==> src/rtl/sram_bus_arbiter_if.sv <==
// SRAM-like bus bundle: request/payload from the issuing side, address and
// data handshakes plus read data from the answering side.
interface sram_bus_arbiter_if;
  logic        req;
  logic        wr;
  logic [1:0]  size;
  logic [3:0]  wstrb;
  logic [31:0] addr;
  logic [31:0] wdata;
  logic        addr_ok;
  logic        data_ok;
  logic [31:0] rdata;

  // Issuing side (a pipeline master, or the arbiter towards the slave).
  modport master (
    output req, wr, size, wstrb, addr, wdata,
    input  addr_ok, data_ok, rdata
  );

  // Answering side (the slave, or the arbiter towards each master).
  modport slave (
    input  req, wr, size, wstrb, addr, wdata,
    output addr_ok, data_ok, rdata
  );
endinterface

==> src/rtl/sram_bus_arbiter.sv <==
// Two-master / one-slave SRAM-like bus arbiter. Data port has priority over
// the instruction port; a presented request keeps its grant until its address
// handshake. An in-order 1-bit ID FIFO steers each response back to its master.
module sram_bus_arbiter #(
  parameter int unsigned DEPTH = 4
) (
  input  logic                   clk,
  input  logic                   reset,
  sram_bus_arbiter_if.slave      inst,
  sram_bus_arbiter_if.slave      data,
  sram_bus_arbiter_if.master     mem,
  output logic [$clog2(DEPTH):0] outstanding,
  output logic                   proto_err
);

  localparam int unsigned PTR_W = $clog2(DEPTH);
  localparam int unsigned CNT_W = PTR_W + 1;
  localparam logic [CNT_W-1:0] CNT_FULL = CNT_W'(DEPTH);

  localparam logic SRC_INST = 1'b0;
  localparam logic SRC_DATA = 1'b1;

  logic             sel;
  logic             lock_v;
  logic             lock_src;
  logic             full;
  logic             empty;
  logic             push;
  logic             pop;
  logic             head;
  logic [DEPTH-1:0] id_fifo;
  logic [PTR_W-1:0] wr_ptr;
  logic [PTR_W-1:0] rd_ptr;

  assign full  = (outstanding == CNT_FULL);
  assign empty = (outstanding == '0);

  // Source select: a locked grant wins, otherwise data beats instruction.
  always_comb begin
    sel = SRC_INST;
    if (lock_v) begin
      sel = lock_src;
    end else if (data.req) begin
      sel = SRC_DATA;
    end
  end

  // Request path to the slave; no new request is issued while the FIFO is full.
  always_comb begin
    mem.req   = 1'b0;
    mem.wr    = inst.wr;
    mem.size  = inst.size;
    mem.wstrb = inst.wstrb;
    mem.addr  = inst.addr;
    mem.wdata = inst.wdata;
    if (sel == SRC_DATA) begin
      mem.req   = data.req && !full;
      mem.wr    = data.wr;
      mem.size  = data.size;
      mem.wstrb = data.wstrb;
      mem.addr  = data.addr;
      mem.wdata = data.wdata;
    end else begin
      mem.req   = inst.req && !full;
    end
  end

  assign push = mem.req && mem.addr_ok;
  assign pop  = mem.data_ok && !empty;
  assign head = id_fifo[rd_ptr];

  // Address handshake goes only to the currently granted master.
  always_comb begin
    inst.addr_ok = push && (sel == SRC_INST);
    data.addr_ok = push && (sel == SRC_DATA);
  end

  // Response routing by the ID at the FIFO head; a response with nothing
  // outstanding reaches neither master.
  always_comb begin
    inst.data_ok = pop && (head == SRC_INST);
    data.data_ok = pop && (head == SRC_DATA);
    inst.rdata   = mem.rdata;
    data.rdata   = mem.rdata;
  end

  // Grant lock: held from the first stalled cycle until the address handshake.
  always_ff @(posedge clk) begin
    if (reset) begin
      lock_v   <= 1'b0;
      lock_src <= SRC_INST;
    end else if (mem.req) begin
      if (mem.addr_ok) begin
        lock_v <= 1'b0;
      end else begin
        lock_v   <= 1'b1;
        lock_src <= sel;
      end
    end
  end

  // ID storage; contents are only meaningful between push and pop, so no reset.
  always_ff @(posedge clk) begin
    if (push) begin
      id_fifo[wr_ptr] <= sel;
    end
  end

  // FIFO pointers; DEPTH is a power of two so the natural overflow wraps them.
  always_ff @(posedge clk) begin
    if (reset) begin
      wr_ptr <= '0;
      rd_ptr <= '0;
    end else begin
      if (push) begin
        wr_ptr <= wr_ptr + PTR_W'(1);
      end
      if (pop) begin
        rd_ptr <= rd_ptr + PTR_W'(1);
      end
    end
  end

  // Occupancy count; simultaneous push and pop leaves it unchanged.
  always_ff @(posedge clk) begin
    if (reset) begin
      outstanding <= '0;
    end else begin
      case ({push, pop})
        2'b10:   outstanding <= outstanding + CNT_W'(1);
        2'b01:   outstanding <= outstanding - CNT_W'(1);
        default: outstanding <= outstanding;
      endcase
    end
  end

  // Sticky protocol error on a response that has no outstanding transaction.
  always_ff @(posedge clk) begin
    if (reset) begin
      proto_err <= 1'b0;
    end else if (mem.data_ok && empty) begin
      proto_err <= 1'b1;
    end
  end

endmodule

==> src/flat_wrapper.sv <==
// flat-port wrapper written by rule: the top's interface ports become plain ports
module sram_bus_arbiter_flat 
#(
  parameter int unsigned DEPTH = 4
)
  (clk, reset, outstanding, proto_err, inst_req, inst_wr, inst_size, inst_wstrb, inst_addr, inst_wdata, inst_addr_ok, inst_data_ok, inst_rdata, data_req, data_wr, data_size, data_wstrb, data_addr, data_wdata, data_addr_ok, data_data_ok, data_rdata, mem_req, mem_wr, mem_size, mem_wstrb, mem_addr, mem_wdata, mem_addr_ok, mem_data_ok, mem_rdata);
  sram_bus_arbiter_if inst_i ();
  sram_bus_arbiter_if data_i ();
  sram_bus_arbiter_if mem_i ();
  input  logic clk;
  input  logic reset;
  output logic [$clog2(DEPTH):0] outstanding;
  output logic proto_err;
  input wire logic [$bits(inst_i.req)-1:0] inst_req;
  input wire logic [$bits(inst_i.wr)-1:0] inst_wr;
  input wire logic [$bits(inst_i.size)-1:0] inst_size;
  input wire logic [$bits(inst_i.wstrb)-1:0] inst_wstrb;
  input wire logic [$bits(inst_i.addr)-1:0] inst_addr;
  input wire logic [$bits(inst_i.wdata)-1:0] inst_wdata;
  output wire logic [$bits(inst_i.addr_ok)-1:0] inst_addr_ok;
  output wire logic [$bits(inst_i.data_ok)-1:0] inst_data_ok;
  output wire logic [$bits(inst_i.rdata)-1:0] inst_rdata;
  input wire logic [$bits(data_i.req)-1:0] data_req;
  input wire logic [$bits(data_i.wr)-1:0] data_wr;
  input wire logic [$bits(data_i.size)-1:0] data_size;
  input wire logic [$bits(data_i.wstrb)-1:0] data_wstrb;
  input wire logic [$bits(data_i.addr)-1:0] data_addr;
  input wire logic [$bits(data_i.wdata)-1:0] data_wdata;
  output wire logic [$bits(data_i.addr_ok)-1:0] data_addr_ok;
  output wire logic [$bits(data_i.data_ok)-1:0] data_data_ok;
  output wire logic [$bits(data_i.rdata)-1:0] data_rdata;
  output wire logic [$bits(mem_i.req)-1:0] mem_req;
  output wire logic [$bits(mem_i.wr)-1:0] mem_wr;
  output wire logic [$bits(mem_i.size)-1:0] mem_size;
  output wire logic [$bits(mem_i.wstrb)-1:0] mem_wstrb;
  output wire logic [$bits(mem_i.addr)-1:0] mem_addr;
  output wire logic [$bits(mem_i.wdata)-1:0] mem_wdata;
  input wire logic [$bits(mem_i.addr_ok)-1:0] mem_addr_ok;
  input wire logic [$bits(mem_i.data_ok)-1:0] mem_data_ok;
  input wire logic [$bits(mem_i.rdata)-1:0] mem_rdata;
  assign inst_i.req = inst_req;
  assign inst_i.wr = inst_wr;
  assign inst_i.size = inst_size;
  assign inst_i.wstrb = inst_wstrb;
  assign inst_i.addr = inst_addr;
  assign inst_i.wdata = inst_wdata;
  assign inst_addr_ok = inst_i.addr_ok;
  assign inst_data_ok = inst_i.data_ok;
  assign inst_rdata = inst_i.rdata;
  assign data_i.req = data_req;
  assign data_i.wr = data_wr;
  assign data_i.size = data_size;
  assign data_i.wstrb = data_wstrb;
  assign data_i.addr = data_addr;
  assign data_i.wdata = data_wdata;
  assign data_addr_ok = data_i.addr_ok;
  assign data_data_ok = data_i.data_ok;
  assign data_rdata = data_i.rdata;
  assign mem_req = mem_i.req;
  assign mem_wr = mem_i.wr;
  assign mem_size = mem_i.size;
  assign mem_wstrb = mem_i.wstrb;
  assign mem_addr = mem_i.addr;
  assign mem_wdata = mem_i.wdata;
  assign mem_i.addr_ok = mem_addr_ok;
  assign mem_i.data_ok = mem_data_ok;
  assign mem_i.rdata = mem_rdata;
  sram_bus_arbiter #(.DEPTH(DEPTH)) u_core (.clk(clk), .reset(reset), .inst(inst_i), .data(data_i), .mem(mem_i), .outstanding(outstanding), .proto_err(proto_err));
endmodule
==> config.mk <==
export PLATFORM = sky130hd
export DESIGN_NAME = sram_bus_arbiter_flat
export DESIGN_NICKNAME = d
export VERILOG_FILES = /design/src/rtl/sram_bus_arbiter_if.sv /design/src/rtl/sram_bus_arbiter.sv /design/src/flat_wrapper.sv
export SDC_FILE = /design/constraint.sdc
export NUM_CORES = 1
export LEC_CHECK = 0
export BUFFER_PORTS_ARGS = -buffer_cell sky130_fd_sc_hd__buf_2
export CORE_AREA = 2 2 127 129
export DETAILED_ROUTE_END_ITERATION = 16
export DIE_AREA = 0 0 129 131
export REMOVE_ABC_BUFFERS = 1
export SETUP_SLACK_MARGIN = 0.1
export SLEW_MARGIN = 5
export SYNTH_ARGS = -nofsm -noshare
export SYNTH_HDL_FRONTEND = slang
export SYNTH_SLANG_ARGS = --single-unit
export TNS_END_PERCENT = 50
==> constraint.sdc <==
create_clock -name clk -period 2.55 [get_ports clk]
set_input_delay 0.6375 -clock clk [delete_from_list [all_inputs] [get_ports clk]]
set_output_delay 0.6375 -clock clk [all_outputs]
set_load 0.01 [all_outputs]
Word-level counts from Yosys, hierarchy flattened
Index checks and enable logic that the tools add are counted.
{"block": "op_classes", "order_cmp": 3, "bitwise": 3, "reduce_logical": 15, "add_sub_neg": 4, "n_eq_ne": 3, "muxes": 15}
{"op": "32-bit two-way mux", "n": 2}
{"op": "1-bit logical AND", "n": 10}
{"op": "1-bit two-way mux", "n": 7}
{"op": "2-bit by 3-bit less-than comparator with 1-bit output (second input constant)", "n": 2}
{"op": "3-bit case mux with 2 select lines", "n": 1}
{"op": "2-bit by 1-bit adder with 2-bit output (second input constant)", "n": 2}
{"op": "4-bit bitwise mux", "n": 1}
{"op": "4-bit two-way mux", "n": 1}
{"op": "3-bit by 1-bit adder with 3-bit output (second input constant)", "n": 1}
{"op": "3-bit == test (second input constant)", "n": 1}
{"op": "3-bit zero test", "n": 1}
{"op": "1-bit inverter", "n": 3}
{"op": "3-bit by 1-bit subtractor with 3-bit output (second input constant)", "n": 1}
{"op": "1-bit binary-select mux with 2-bit select", "n": 1}
{"op": "1-bit demux with 2-bit select", "n": 1}
{"op": "2-bit by 1-bit == test with 1-bit output (second input constant)", "n": 1}
{"op": "2-bit == test (second input constant)", "n": 1}
{"op": "2-bit by 1-bit >= comparator with 1-bit output (second input constant)", "n": 1}
{"op": "1-bit zero test", "n": 2}
{"op": "2-bit two-way mux", "n": 1}
{"op": "2-bit AND reduction", "n": 1}
{"op": "2-bit nonzero test", "n": 1}
{"block": "totals", "reg_bits": 14, "inputBits": 180, "elab_cells": 50, "output_inout_bits": 144}

Depth between registers and ports, before layout
Gate-level depths: netlist of run 1.
{"block": "depth", "word_depth": 7, "depth_mapped": 9, "depth_no_buf": 9}

Least setup slack after synthesis of run 1
OpenSTA, ideal clock, no wires.
{"block": "synth_timing", "path_kind": "in2reg", "from": "input data_req", "to": "register u_core.outstanding[2]", "t_required_ns": 2.479, "path_slack_ns": 0.175, "arrival_time_ns": 2.304, "stages": 9, "n_path_buf": 0, "setup_time_ns": 0.071, "cell_sequence": "and3b_1 -> a2111oi_4 -> inv_1 -> ha_1 -> inv_1 -> fa_1 -> xor2_1 -> or3_1 -> a21oi_1"}
{"block": "synth_between", "elab_chain_len": 6, "word_cells_on_any_way": 9, "classes_between": "eq/ne (2); mux (4); reduce/logical (3)"}
{"element": "start: declaration", "line_no": "flat_wrapper.sv:23", "rtl": "input wire logic [$bits(data_i.req)-1:0] data_req;"}
{"element": "1-bit two-way mux", "line_no": "sram_bus_arbiter.sv:43", "rtl": "end else if (data.req) begin"}
{"element": "1-bit two-way mux", "line_no": "sram_bus_arbiter.sv:41", "rtl": "if (lock_v) begin"}
{"element": "1-bit two-way mux (*)", "line_no": "sram_bus_arbiter.sv:56", "rtl": "if (sel == SRC_DATA) begin"}
{"element": "1-bit logical AND (*)", "line_no": "sram_bus_arbiter.sv:68", "rtl": "assign push = mem.req && mem.addr_ok;"}
{"element": "2-bit by 1-bit == test with 1-bit output / 2-bit == test (equally long branches)", "line_no": "sram_bus_arbiter.sv:129", "rtl": "case ({push, pop})"}
{"element": "3-bit case mux with 2 select lines / 2-bit nonzero test (equally long branches)"}
{"element": "end signal: assignment", "line_no": "sram_bus_arbiter.sv:130", "rtl": "2'b10: outstanding <= outstanding + CNT_W'(1);"}
{"element": "end signal: assignment", "line_no": "sram_bus_arbiter.sv:131", "rtl": "2'b01: outstanding <= outstanding - CNT_W'(1);"}
{"element": "end signal: assignment", "line_no": "sram_bus_arbiter.sv:132", "rtl": "default: outstanding <= outstanding;"}
{"element": "end: declaration", "line_no": "sram_bus_arbiter.sv:12", "rtl": "output logic [$clog2(DEPTH):0] outstanding,"}
Mark *: on every way between the ends. The rest lies on a longest branch, timed or not.
A chain may end at the register's enable or synchronous reset.

Final worst setup path of run 1
{"block": "layout_timing", "from": "input data_req", "to": "output mem_size[1]"}
{"block": "layout_between", "elab_chain_len": 3}
{"element": "1-bit two-way mux", "line_no": "sram_bus_arbiter.sv:43"}
{"element": "1-bit two-way mux", "line_no": "sram_bus_arbiter.sv:41"}
{"element": "2-bit two-way mux", "line_no": "sram_bus_arbiter.sv:56"}
{"element": "end: declaration", "line_no": "flat_wrapper.sv:34", "rtl": "output wire logic [$bits(mem_i.size)-1:0] mem_size;"}
Every way passes these cells.

==> impl_summary.log, run 1 <==
INFO  metric run_status = complete, no violations
INFO  metric detail_route.wl_per_cell = 14.8 um
INFO  metric fmax = 0.421 GHz
INFO  metric combPwrFrac = between 60% and 70%
INFO  metric max_cap_violations = 0
INFO  metric grt_antenna_before_repair = 0
INFO  metric die_area = between 0.015 and 0.02 mm2
INFO  metric worst_max_slew_pin_slew = 686 ps
INFO  metric setup-violations-final = 0
INFO  metric synthTopCellsByArea = nand2_1, buf_4, dfxtp_1
INFO  metric clock_path_buffers = 2
INFO  metric sink_of_the_worst_hold_path = u_core.proto_err$_SDFFE_PP0P_
INFO  metric crit_arrival = 1740 ps
INFO  metric timing.reg2reg.setup_slack = about 250 ps
INFO  metric row_count = between 40 and 50
INFO  metric post_syn_area_per_cell = between 5 and 6 um2
INFO  metric worstPathMaxFanout = 37
INFO  metric syn_to_final_growth = 49.6%
INFO  metric io_buffers = around 230
INFO  metric drt-total-wl = 11000 um
INFO  metric final_min_period_over_clock_period = between 90 and 100%
INFO  metric dpl_hpwl = between 8000 and 9000 um
INFO  metric seq_area_frac_synth = roughly 15%
INFO  metric clockRootBuffer = clkbuf_16
INFO  metric drt-pass1-iter-count = 5
INFO  metric finalWorstPathRequiredPeriod = approximately 2400 ps
INFO  metric grt.overflow.total = 0
INFO  metric power_per_cell_area = 553 mW/mm2
INFO  metric numCtsBuffers = 3
INFO  metric worst_hold_class = reg -> reg
INFO  metric grt_first_pass_wirelength = between 10000 and 15000 um
INFO  metric maxSlewHeadroom = between 50% and 60%
INFO  metric syn-cell-area = between 0.002 and 0.0025 mm2
INFO  metric worst_skew_pair.late_latency = 240 ps
INFO  metric synthFlopType = dfxtp_1
INFO  metric fin_worst_skew = roughly 0.94 ps
INFO  metric synthesis.instances = roughly 370
INFO  metric synth.most_common_cell = nand2_1
INFO  metric via_count = roughly 2800
INFO  metric holdBufCountCts = 0
INFO  metric clk_transition_reported_paths = ~50 ps
INFO  metric post_route_cells_drive_above_1_share = 46.3%
INFO  metric core_area = 0.0156 mm2
INFO  metric synth.yosys.warnings = 0
INFO  metric design_area = 0.00318 mm2
INFO  metric synth.ff_latch_count = 14
INFO  metric worst-r2r-cell-count = 9
INFO  metric min_from = u_core.proto_err$_SDFFE_PP0P_
INFO  metric number_of_global_route_vias_before_repair = approximately 2400
INFO  metric tritoncts_clock_tree = built
INFO  metric irDropWorstVdd = 0.000552 V
INFO  metric netlist-cell-type-count = 34
INFO  metric worst_r2r_endpoint = u_core.outstanding[2]$_SDFFE_PP0P_
INFO  metric synth_area_leader_cell = nand2_1
INFO  metric setup.worst_path.end_class = output pin
INFO  metric routed_via_density = 3.82
INFO  metric finalPower = 1.76 mW
INFO  metric finalHoldViolations = 0
INFO  metric max_slew_violations = 0
INFO  metric io-pin-count = ~320
INFO  metric power_leakage = slightly below 2 nW
INFO  metric unrepaired_setup_endpoints_after_global_routing = yes
INFO  metric p_int = 984 uW
INFO  metric min_path_cells = 2
INFO  metric grtUsageTotal = between 10 and 15%
INFO  metric worst_ep_required_time = around 1900 ps
INFO  metric post-synth-top-area-fraction = 37.6%
INFO  metric cts.sinks = 14
INFO  metric diodes = 0
INFO  metric seq_power_share = just under 20%
INFO  metric postRouteAntennaNets = 0
INFO  metric setup.worst_path.start_class = primary input
INFO  metric count_of_nets_after_finishing = between 700 and 800
INFO  metric maximum_number_of_pins_on_one_net_before_global_route_repair = 76
INFO  metric ctsHtreeMaxLevel = 1
INFO  metric detailedRoute.firstIterationViolations = between 100 and 150
INFO  metric finalCoreUtilization = 20.4%
INFO  metric num-fill-cells = 1797
INFO  metric worst_hold_slack = 477 ps
INFO  metric worst-setup-path-type = in -> out
INFO  metric setup_slack = between 150 and 200 ps
INFO  metric floorplan.initialDensity = ~14%
INFO  metric dpl_cell_area = between 0.003 and 0.004 mm2
INFO  metric leading_post_synthesis_cells_by_instance_count = nand2_1, buf_4, inv_1
INFO  metric switchingPower = 775 uW
INFO  metric power.share.switching = 44.1%
INFO  metric synth-edff-count = 4
INFO  metric die-width = about 130 um
INFO  metric post-place-ws = 75.2 ps
INFO  metric postSynth.asyncResetShare = 0%
INFO  metric post-route-drc-count = 0
INFO  metric fp.dieH = 131 um
INFO  metric gp_congestion = 0.686
INFO  metric critical_path.reg2reg.startpoint = u_core.outstanding[0]$_SDFFE_PP0P_
INFO  metric p_clk_share = 16.8%
-- how the worst max path moves through the flow --
stage | to | startpoint | cells past startpoint
after floorplan | mem_req | data_req | 4
after detailed placement | u_core.outstanding[2]$_SDFFE_PP0P_ | data_req | 10
after global placement | u_core.outstanding[2]$_SDFFE_PP0P_ | data_req | 10
after CTS | mem_wdata[29] | u_core.lock_v$_SDFFE_PP0N_ | 7
after global routing | mem_wdata[4] | data_req | 8
final | mem_size[1] | data_req | 8
-- state kept, by name, indices dropped and copies added, names as in the netlist --
register,count
u_core.wr_ptr,2
u_core.lock_src,1
u_core.outstanding,3
u_core.rd_ptr,2
u_core.id_fifo,4
u_core.lock_v,1
u_core.proto_err,1
-- cell usage in the layout, fill, tap and decap left out, types with 2 or more instances in the layout --
master     synthesis  layout
edfxtp_1           4       4
ha_1               5       5
buf_4             64       5
buf_2              8     227
nand2_1          213     213
nor2_1            10      10
inv_1             12      11
nand2b_1           2       2
a21oi_1            4       4
nor3_1             2       2
dfxtp_1           10       9
and2_1             4       4
clkbuf_16          0       4
xor2_1             4       4
-- layer usage --
| metal | global-route usage [%] | vias to the layer above | wire length (um) |
|---|---|---|---|
| met5 | 7.94 | - | 144 |
| met4 | 1.79 | 4 | 87 |
| met3 | 9.65 | 22 | 1790 |
| met2 | 15.2 | 213 | 4450 |
| met1 | 11.9 | 1225 | 4570 |
| li1 | - | 1381 | - |
-- layout make-up --
type                       instances  area (um2)  area share [%]
clock buffer                       3        75.1            2.36
clock inverter                     1        3.75           0.118
inverter                          12        45.0            1.42
multi-input combinational        264        1220            38.4
sequential                        14         322            10.1
tap                              216         270            8.49
timing repair buffer             235        1250            39.2
-- power groups by stage --
stage	registers, mW	logic (mW)	clock network, mW
global placement	0.348	1.09	0
CTS	0.344	1.10	0.306
floorplan	0.347	0.602	0
finish	0.345	1.12	0.295
detailed placement	0.348	1.10	0
global route	0.353	1.25	0.313
-- per-stage QoR --
| step | cells | setup TNS, ps |
|---|---|---|
| 4_1_cts | 743 | 0 |
| 2_1_floorplan | 290 | -323530 |
| 6_report | 745 | 0 |
| 5_1_grt | 745 | 0 |
| 3_5_place_dp | 739 | 0 |
| 3_3_place_gp | 739 | 0 |
-- logic make-up after synthesis --
logic type                 share of synthesized area [%]
and+or+nand+nor                                     44.2
buffers and inverters                               28.2
DFF                                                 15.1
AOI/OAI and AO/OA                                   4.35
adders and majority gates                           3.88
xor gates and xnor gates                            1.65
muxes                                               2.70
-- repair_timing --
item / in CTS / in global routing
resized for setup: 0 / 2
setup buffers: 0 / 1
endpoints found under the setup margin: 0 / 70
-- critical path, stage by stage --
cell and delay (ps):
buf_2 130, mux2i_4 190, buf_4 170, inv_2 90, clkbuf_16 230, nand2_1 90, nand2_1 60, buf_2 140
(Power assumes the default switching activity.)
==> inputs of run 2 (changes only) <==
--- a/config.mk
+++ b/config.mk
@@ -5,12 +5,13 @@
 export SDC_FILE = /design/constraint.sdc
 export NUM_CORES = 1
 export LEC_CHECK = 0
-export BUFFER_PORTS_ARGS = -buffer_cell sky130_fd_sc_hd__buf_2
+export BUFFER_PORTS_ARGS = -buffer_cell sky130_fd_sc_hd__buf_4
 export CORE_AREA = 2 2 127 129
 export DETAILED_ROUTE_END_ITERATION = 16
 export DIE_AREA = 0 0 129 131
 export REMOVE_ABC_BUFFERS = 1
 export SETUP_SLACK_MARGIN = 0.1
+export SKIP_CTS_REPAIR_TIMING = 1
 export SLEW_MARGIN = 5
 export SYNTH_ARGS = -nofsm -noshare
 export SYNTH_HDL_FRONTEND = slang
==> impl_summary.log, run 2 (synthesized netlist as in run 1, its figures left out) <==
INFO  metric detail_route.wl_per_cell = between 15 and 20 um
INFO  metric post_route_cells_drive_above_1_share = between 40% and 50%
INFO  metric finalCoreUtilization = between 20% and 30%
INFO  metric drt-total-wl = 11300 um
INFO  metric maxSlewHeadroom = about 60%
INFO  metric worst_ep_required_time = 1910 ps
INFO  metric grt_first_pass_wirelength = between 10000 and 15000 um
INFO  metric floorplan.initialDensity = approximately 14%
INFO  metric placed_cells_incl_taps = 741
INFO  metric clockRootBuffer = clkbuf_16
INFO  metric worst_hold_class = reg -> reg
INFO  metric maximum_number_of_pins_on_one_net_before_global_route_repair = 42
INFO  metric fmax = between 0.4 and 0.5 GHz
INFO  metric worst_skew_pair.late_latency = around 250 ps
INFO  metric worst-setup-path-type = in -> out
INFO  metric detailedRoute.firstIterationViolations = 76
INFO  metric top_register = u_core.id_fifo
INFO  metric via_count = ~2800
INFO  metric worst_hold_slack = around 470 ps
INFO  metric totalNegativeSetupSlack = 0 ps
INFO  metric grt_antenna_before_repair = 0
INFO  metric gp_congestion = roughly 0.75
INFO  metric largest_register_ff_count = 4
INFO  metric die-width = between 100 and 150 um
INFO  metric row_count = 46
INFO  metric cp_max_stage_delay = about 200 ps
INFO  metric largestRegisters = u_core.id_fifo (4), u_core.outstanding (3)
INFO  metric postRouteAntennaNets = 0
INFO  metric fin_worst_skew = 3.08 ps
INFO  metric crit_arrival = between 1500 and 2000 ps
INFO  metric num-fill-cells = 1752
INFO  metric unrepaired_setup_endpoints_after_global_routing = no
INFO  metric finalWorstPathRequiredPeriod = roughly 2400 ps
INFO  metric crit_chain = buf_4 -> mux2i_4 -> buf_4 -> inv_2 -> buf_6 -> nand2_1 -> nand2_1 -> buf_4
INFO  metric setup.worst_path.start_class = primary input
INFO  metric drt-pass1-iter-count = 4
INFO  metric setup.worst_path.end_class = output pin
INFO  metric io_buffers = 227
INFO  metric post-route-drc-count = 0
INFO  metric power_per_cell_area = just over 500 mW/mm2
INFO  metric setup-violations-final = 0
INFO  metric critical-path-top-cell-by-count = buf_4
INFO  metric core_area = between 0.015 and 0.02 mm2
INFO  metric routed_via_density = 3.81
INFO  metric grt.overflow.total = 0
INFO  metric clock_path_buffers = 2
INFO  metric most-common-layout-cells = buf_4, nand2_1, inv_1
INFO  metric fp.dieH = between 100 and 150 um
INFO  metric numCtsBuffers = 3
INFO  metric max_slew_violations = 0
INFO  metric finalPower = 1.95 mW
INFO  metric grtUsageTotal = a little under an eighth
INFO  metric irDropWorstVdd = 0.000363 V
INFO  metric syn_to_final_growth = 76.0%
INFO  metric ctsHtreeMaxLevel = 1
INFO  metric count_of_nets_after_finishing = between 700 and 800
INFO  metric run_status = complete, no violations
INFO  metric layout.cells.most_common = buf_4
INFO  metric fin_cells = 746
INFO  metric clk_transition_reported_paths = roughly 50 ps
INFO  metric worst_max_slew_pin_slew = roughly 600 ps
INFO  metric power_leakage = approximately 2.1 nW
INFO  metric dpl_hpwl = 9430 um
INFO  metric worstPathMaxFanout = 31
INFO  metric critPathSlowestCell = buf_4
INFO  metric max_cap_violations = 0
INFO  metric number_of_global_route_vias_before_repair = roughly 2300
INFO  metric finalHoldViolations = 0
INFO  metric io-pin-count = 324
INFO  metric tritoncts_clock_tree = built
INFO  metric cts.sinks = 14
INFO  metric final_min_period_over_clock_period = 92.8%
INFO  metric die_area = roughly 0.017 mm2
## run 2: cell count changes in the layout (fill, tap and decap cells not counted), sizes merged
cell and change:
buf +1, clkbuf -1, diode +1
## run 2: cell type report
| class | count | area, um2 | share of cell area [%] |
|---|---|---|---|
| inverter | 12 | 45.0 | 1.20 |
| multi-input combinational | 264 | 1220 | 32.6 |
| timing repair buffer | 235 | 1810 | 48.2 |
| clock buffer | 3 | 75.1 | 2.00 |
| sequential | 14 | 322 | 8.59 |
| tap | 216 | 270 | 7.22 |
| clock inverter | 1 | 3.75 | 0.100 |
| antenna | 1 | 2.50 | 0.0668 |
## run 2: where the power goes
group	internal, mW	switching [mW]	total (mW)
sequential	0.284	0.0698	0.354
clock	0.207	0.0921	0.300
combinational	0.669	0.623	1.29
## run 2: path summary, 6_finish.rpt
check / startpoint / to / slack (ps) / cells after the start
max: data_req / mem_wdata[27] / 180 / 8
min: u_core.proto_err$_SDFFE_PP0P_ / u_core.proto_err$_SDFFE_PP0P_ / 470 / 2
max reg2reg: u_core.outstanding[2]$_SDFFE_PP0P_ / u_core.outstanding[2]$_SDFFE_PP0P_ / 320 / 10
min reg2reg: u_core.proto_err$_SDFFE_PP0P_ / u_core.proto_err$_SDFFE_PP0P_ / 470 / 2
## run 2: stage by stage
stage / worst slack (ps) / cell area, um2
6_report: 184 / 3740
3_3_place_gp: 126 / 3660
5_1_grt: 101 / 3740
3_5_place_dp: 89.5 / 3660
2_1_floorplan: -4170 / 1570
4_1_cts: 48.7 / 3740
## run 2: per-layer routing
| layer | global-route usage [%] | vias to the layer above | routed length (um) | share of wire, % |
|---|---|---|---|---|
| met5 | 7.35 | - | 144 | 1.3 |
| li1 | - | 1382 | - | - |
| met2 | 15.6 | 224 | 4580 | 40 |
| met1 | 13.7 | 1224 | 4460 | 39 |
| met3 | 10.1 | 6 | 2120 | 19 |
| met4 | 1.09 | 4 | 35 | 0.31 |
## run 2: critical path, delay by kind of cell
family / cells / cell delay [ps]
mux: 1 / 170
simple gates: 2 / 160
buf+inv: 5 / 740
==> inputs of run 3 (changes only) <==
==> constraint.sdc (replaced) <==
create_clock -name clk -period 2.55 [get_ports clk]
set_input_delay 0.51 -clock clk [delete_from_list [all_inputs] [get_ports clk]]
set_output_delay 0.51 -clock clk [all_outputs]
set_load 0.01 [all_outputs]
==> impl_summary.log, run 3 (synthesized netlist as in run 1, its figures left out) <==
INFO  metric largestRegisters = u_core.id_fifo (4), u_core.outstanding (3)
INFO  metric worst_ep_required_time = 2040 ps
INFO  metric setup-violations-final = 0
INFO  metric worst_hold_slack = 474 ps
INFO  metric largest_register_ff_count = 4
INFO  metric clk_transition_reported_paths = around 50 ps
INFO  metric row_count = 46
INFO  metric worst_max_slew_pin_slew = roughly 460 ps
INFO  metric diodes = 0
INFO  metric sequential_cell_area = around 320 um2
INFO  metric detailedRoute.firstIterationViolations = 64
INFO  metric grt_first_pass_wirelength = 14300 um
INFO  metric fin_worst_skew = 3.19 ps
INFO  metric design_area = between 0.003 and 0.004 mm2
INFO  metric gp_congestion = 0.738
INFO  metric worst-setup-path-type = reg -> out
INFO  metric count_of_nets_after_finishing = approximately 710
INFO  metric irDropWorstVdd = between 0.0005 and 0.0006 V
INFO  metric setup.worst_path.start_class = register
INFO  metric max_cap_violations = 0
INFO  metric most-common-layout-cells = buf_4, nand2_1, inv_1
INFO  metric clockRootBuffer = clkbuf_16
INFO  metric worst_hold_class = reg -> reg
INFO  metric post-place-ws = roughly 190 ps
INFO  metric routed_via_density = roughly 3.7
INFO  metric grtUsageTotal = 11.3%
INFO  metric postRouteAntennaNets = 0
INFO  metric worst-r2r-cell-count = 9
INFO  metric maximum_number_of_pins_on_one_net_before_global_route_repair = 73
INFO  metric met3_use_gr = around 10%
INFO  metric unrepaired_setup_endpoints_after_global_routing = no
INFO  metric min_from = u_core.proto_err$_SDFFE_PP0P_
INFO  metric drt-pass1-iter-count = 4
INFO  metric tritoncts_clock_tree = built
INFO  metric die-width = roughly 130 um
INFO  metric post-route-drc-count = 0
INFO  metric num-fill-cells = 1750
INFO  metric fmax = around 0.43 GHz
INFO  metric fin_cells = around 740
INFO  metric dpl_cell_area = 0.00362 mm2
INFO  metric dpl_hpwl = 9140 um
INFO  metric cts.sinks = 14
INFO  metric via_count = 2781
INFO  metric finalHoldViolations = 0
INFO  metric worstPathMaxFanout = 43
INFO  metric crit_arrival = roughly 1800 ps
INFO  metric core_area = roughly 0.016 mm2
INFO  metric number_of_global_route_vias_before_repair = approximately 2400
INFO  metric critical_path.reg2reg.startpoint = u_core.outstanding[2]$_SDFFE_PP0P_
INFO  metric setup.worst_path.end_class = output pin
INFO  metric maxSlewHeadroom = between 60% and 70%
INFO  metric ctsHtreeMaxLevel = 1
INFO  metric grt.overflow.total = 0
INFO  metric io_buffers = 227
INFO  metric top_register = u_core.id_fifo
INFO  metric numCtsBuffers = 3
INFO  metric worst_skew_pair.late_latency = ~240 ps
INFO  metric placed_cells_incl_taps = between 700 and 800
INFO  metric layout.cells.most_common = buf_4
INFO  metric io-pin-count = 324
INFO  metric power_per_cell_area = 520 mW/mm2
INFO  metric final_min_period_over_clock_period = between 90% and 100%
INFO  metric floorplan.initialDensity = between 10% and 20%
INFO  metric min_path_cells = 2
INFO  metric groute.layer.met1.usage = between 10% and 20%
INFO  metric clock_path_buffers = 2
INFO  metric syn_to_final_growth = 74.0%
INFO  metric max_slew_violations = 0
INFO  metric finalPower = slightly below 2 mW
INFO  metric area_taken_by_multi_input_logic_gates = about 0.0012 mm2
INFO  metric globalRoute.busiestLayer = met2
INFO  metric fp.dieH = about 130 um
INFO  metric setup.worst_path.start = u_core.lock_v$_SDFFE_PP0N_
INFO  metric setup_slack = between 200 and 250 ps
INFO  metric power_leakage = roughly 2.1 nW
INFO  metric run_status = complete, no violations
INFO  metric finalWorstPathRequiredPeriod = approximately 2300 ps
INFO  metric post_route_cells_drive_above_1_share = a little under half
INFO  metric drt-total-wl = between 10000 and 15000 um
INFO  metric die_area = 0.0169 mm2
INFO  metric met2_usage = roughly 15%
INFO  metric grt_antenna_before_repair = 0
INFO  metric detail_route.wl_per_cell = around 15 um
## run 3: changes by cell type in the layout (fill, tap and decap cells not counted), sizes merged
cell	before	now
buf	235	233
diode	1	0
## run 3: final timing paths
| kind | to | slack (ps) |
|---|---|---|
| worst max-delay path | mem_addr[11] | 250 |
| worst min-delay path | u_core.proto_err$_SDFFE_PP0P_ | 470 |
| worst max register to register | u_core.outstanding[2]$_SDFFE_PP0P_ | 270 |
| worst min register to register | u_core.proto_err$_SDFFE_PP0P_ | 470 |
## run 3: metrics by stage
stage / utilization (%) / TNS, ps
3_5_place_dp: 23.2 / 0
3_3_place_gp: 23.2 / 0
4_1_cts: 23.7 / 0
6_report: 23.7 / 0
2_1_floorplan: - / -306200
5_1_grt: 23.7 / 0
## run 3: report_power, final
part | internal (mW) | switching [mW] | leakage (nW)
Combinational | 0.655 | 0.632 | 1.96
Clock | 0.207 | 0.0889 | 0.0385
Sequential | 0.283 | 0.0579 | 0.119
## run 3: layout make-up
class / count / area share [%]
Clock inverter: 1 / 0.101
Timing Repair Buffer: 233 / 47.6
Inverter: 12 / 1.22
Clock buffer: 3 / 2.03
Sequential cell: 14 / 8.65
Tap cell: 216 / 7.30
Multi-Input combinational cell: 264 / 33.1
## run 3: worst max-delay path, cell delays in order, from the launching register on
cell,delay [ps]
dfxtp_1,420
mux2i_4,370
inv_2,100
buf_4,280
nand2_1,120
nand2_1,90
buf_4,150
## run 3: metal layers
layer / wire [um] / part of all wire, %
met3: 2220 / 20
met4: 77 / 0.69
met2: 4420 / 40
met1: 4260 / 38
met5: 152 / 1.4
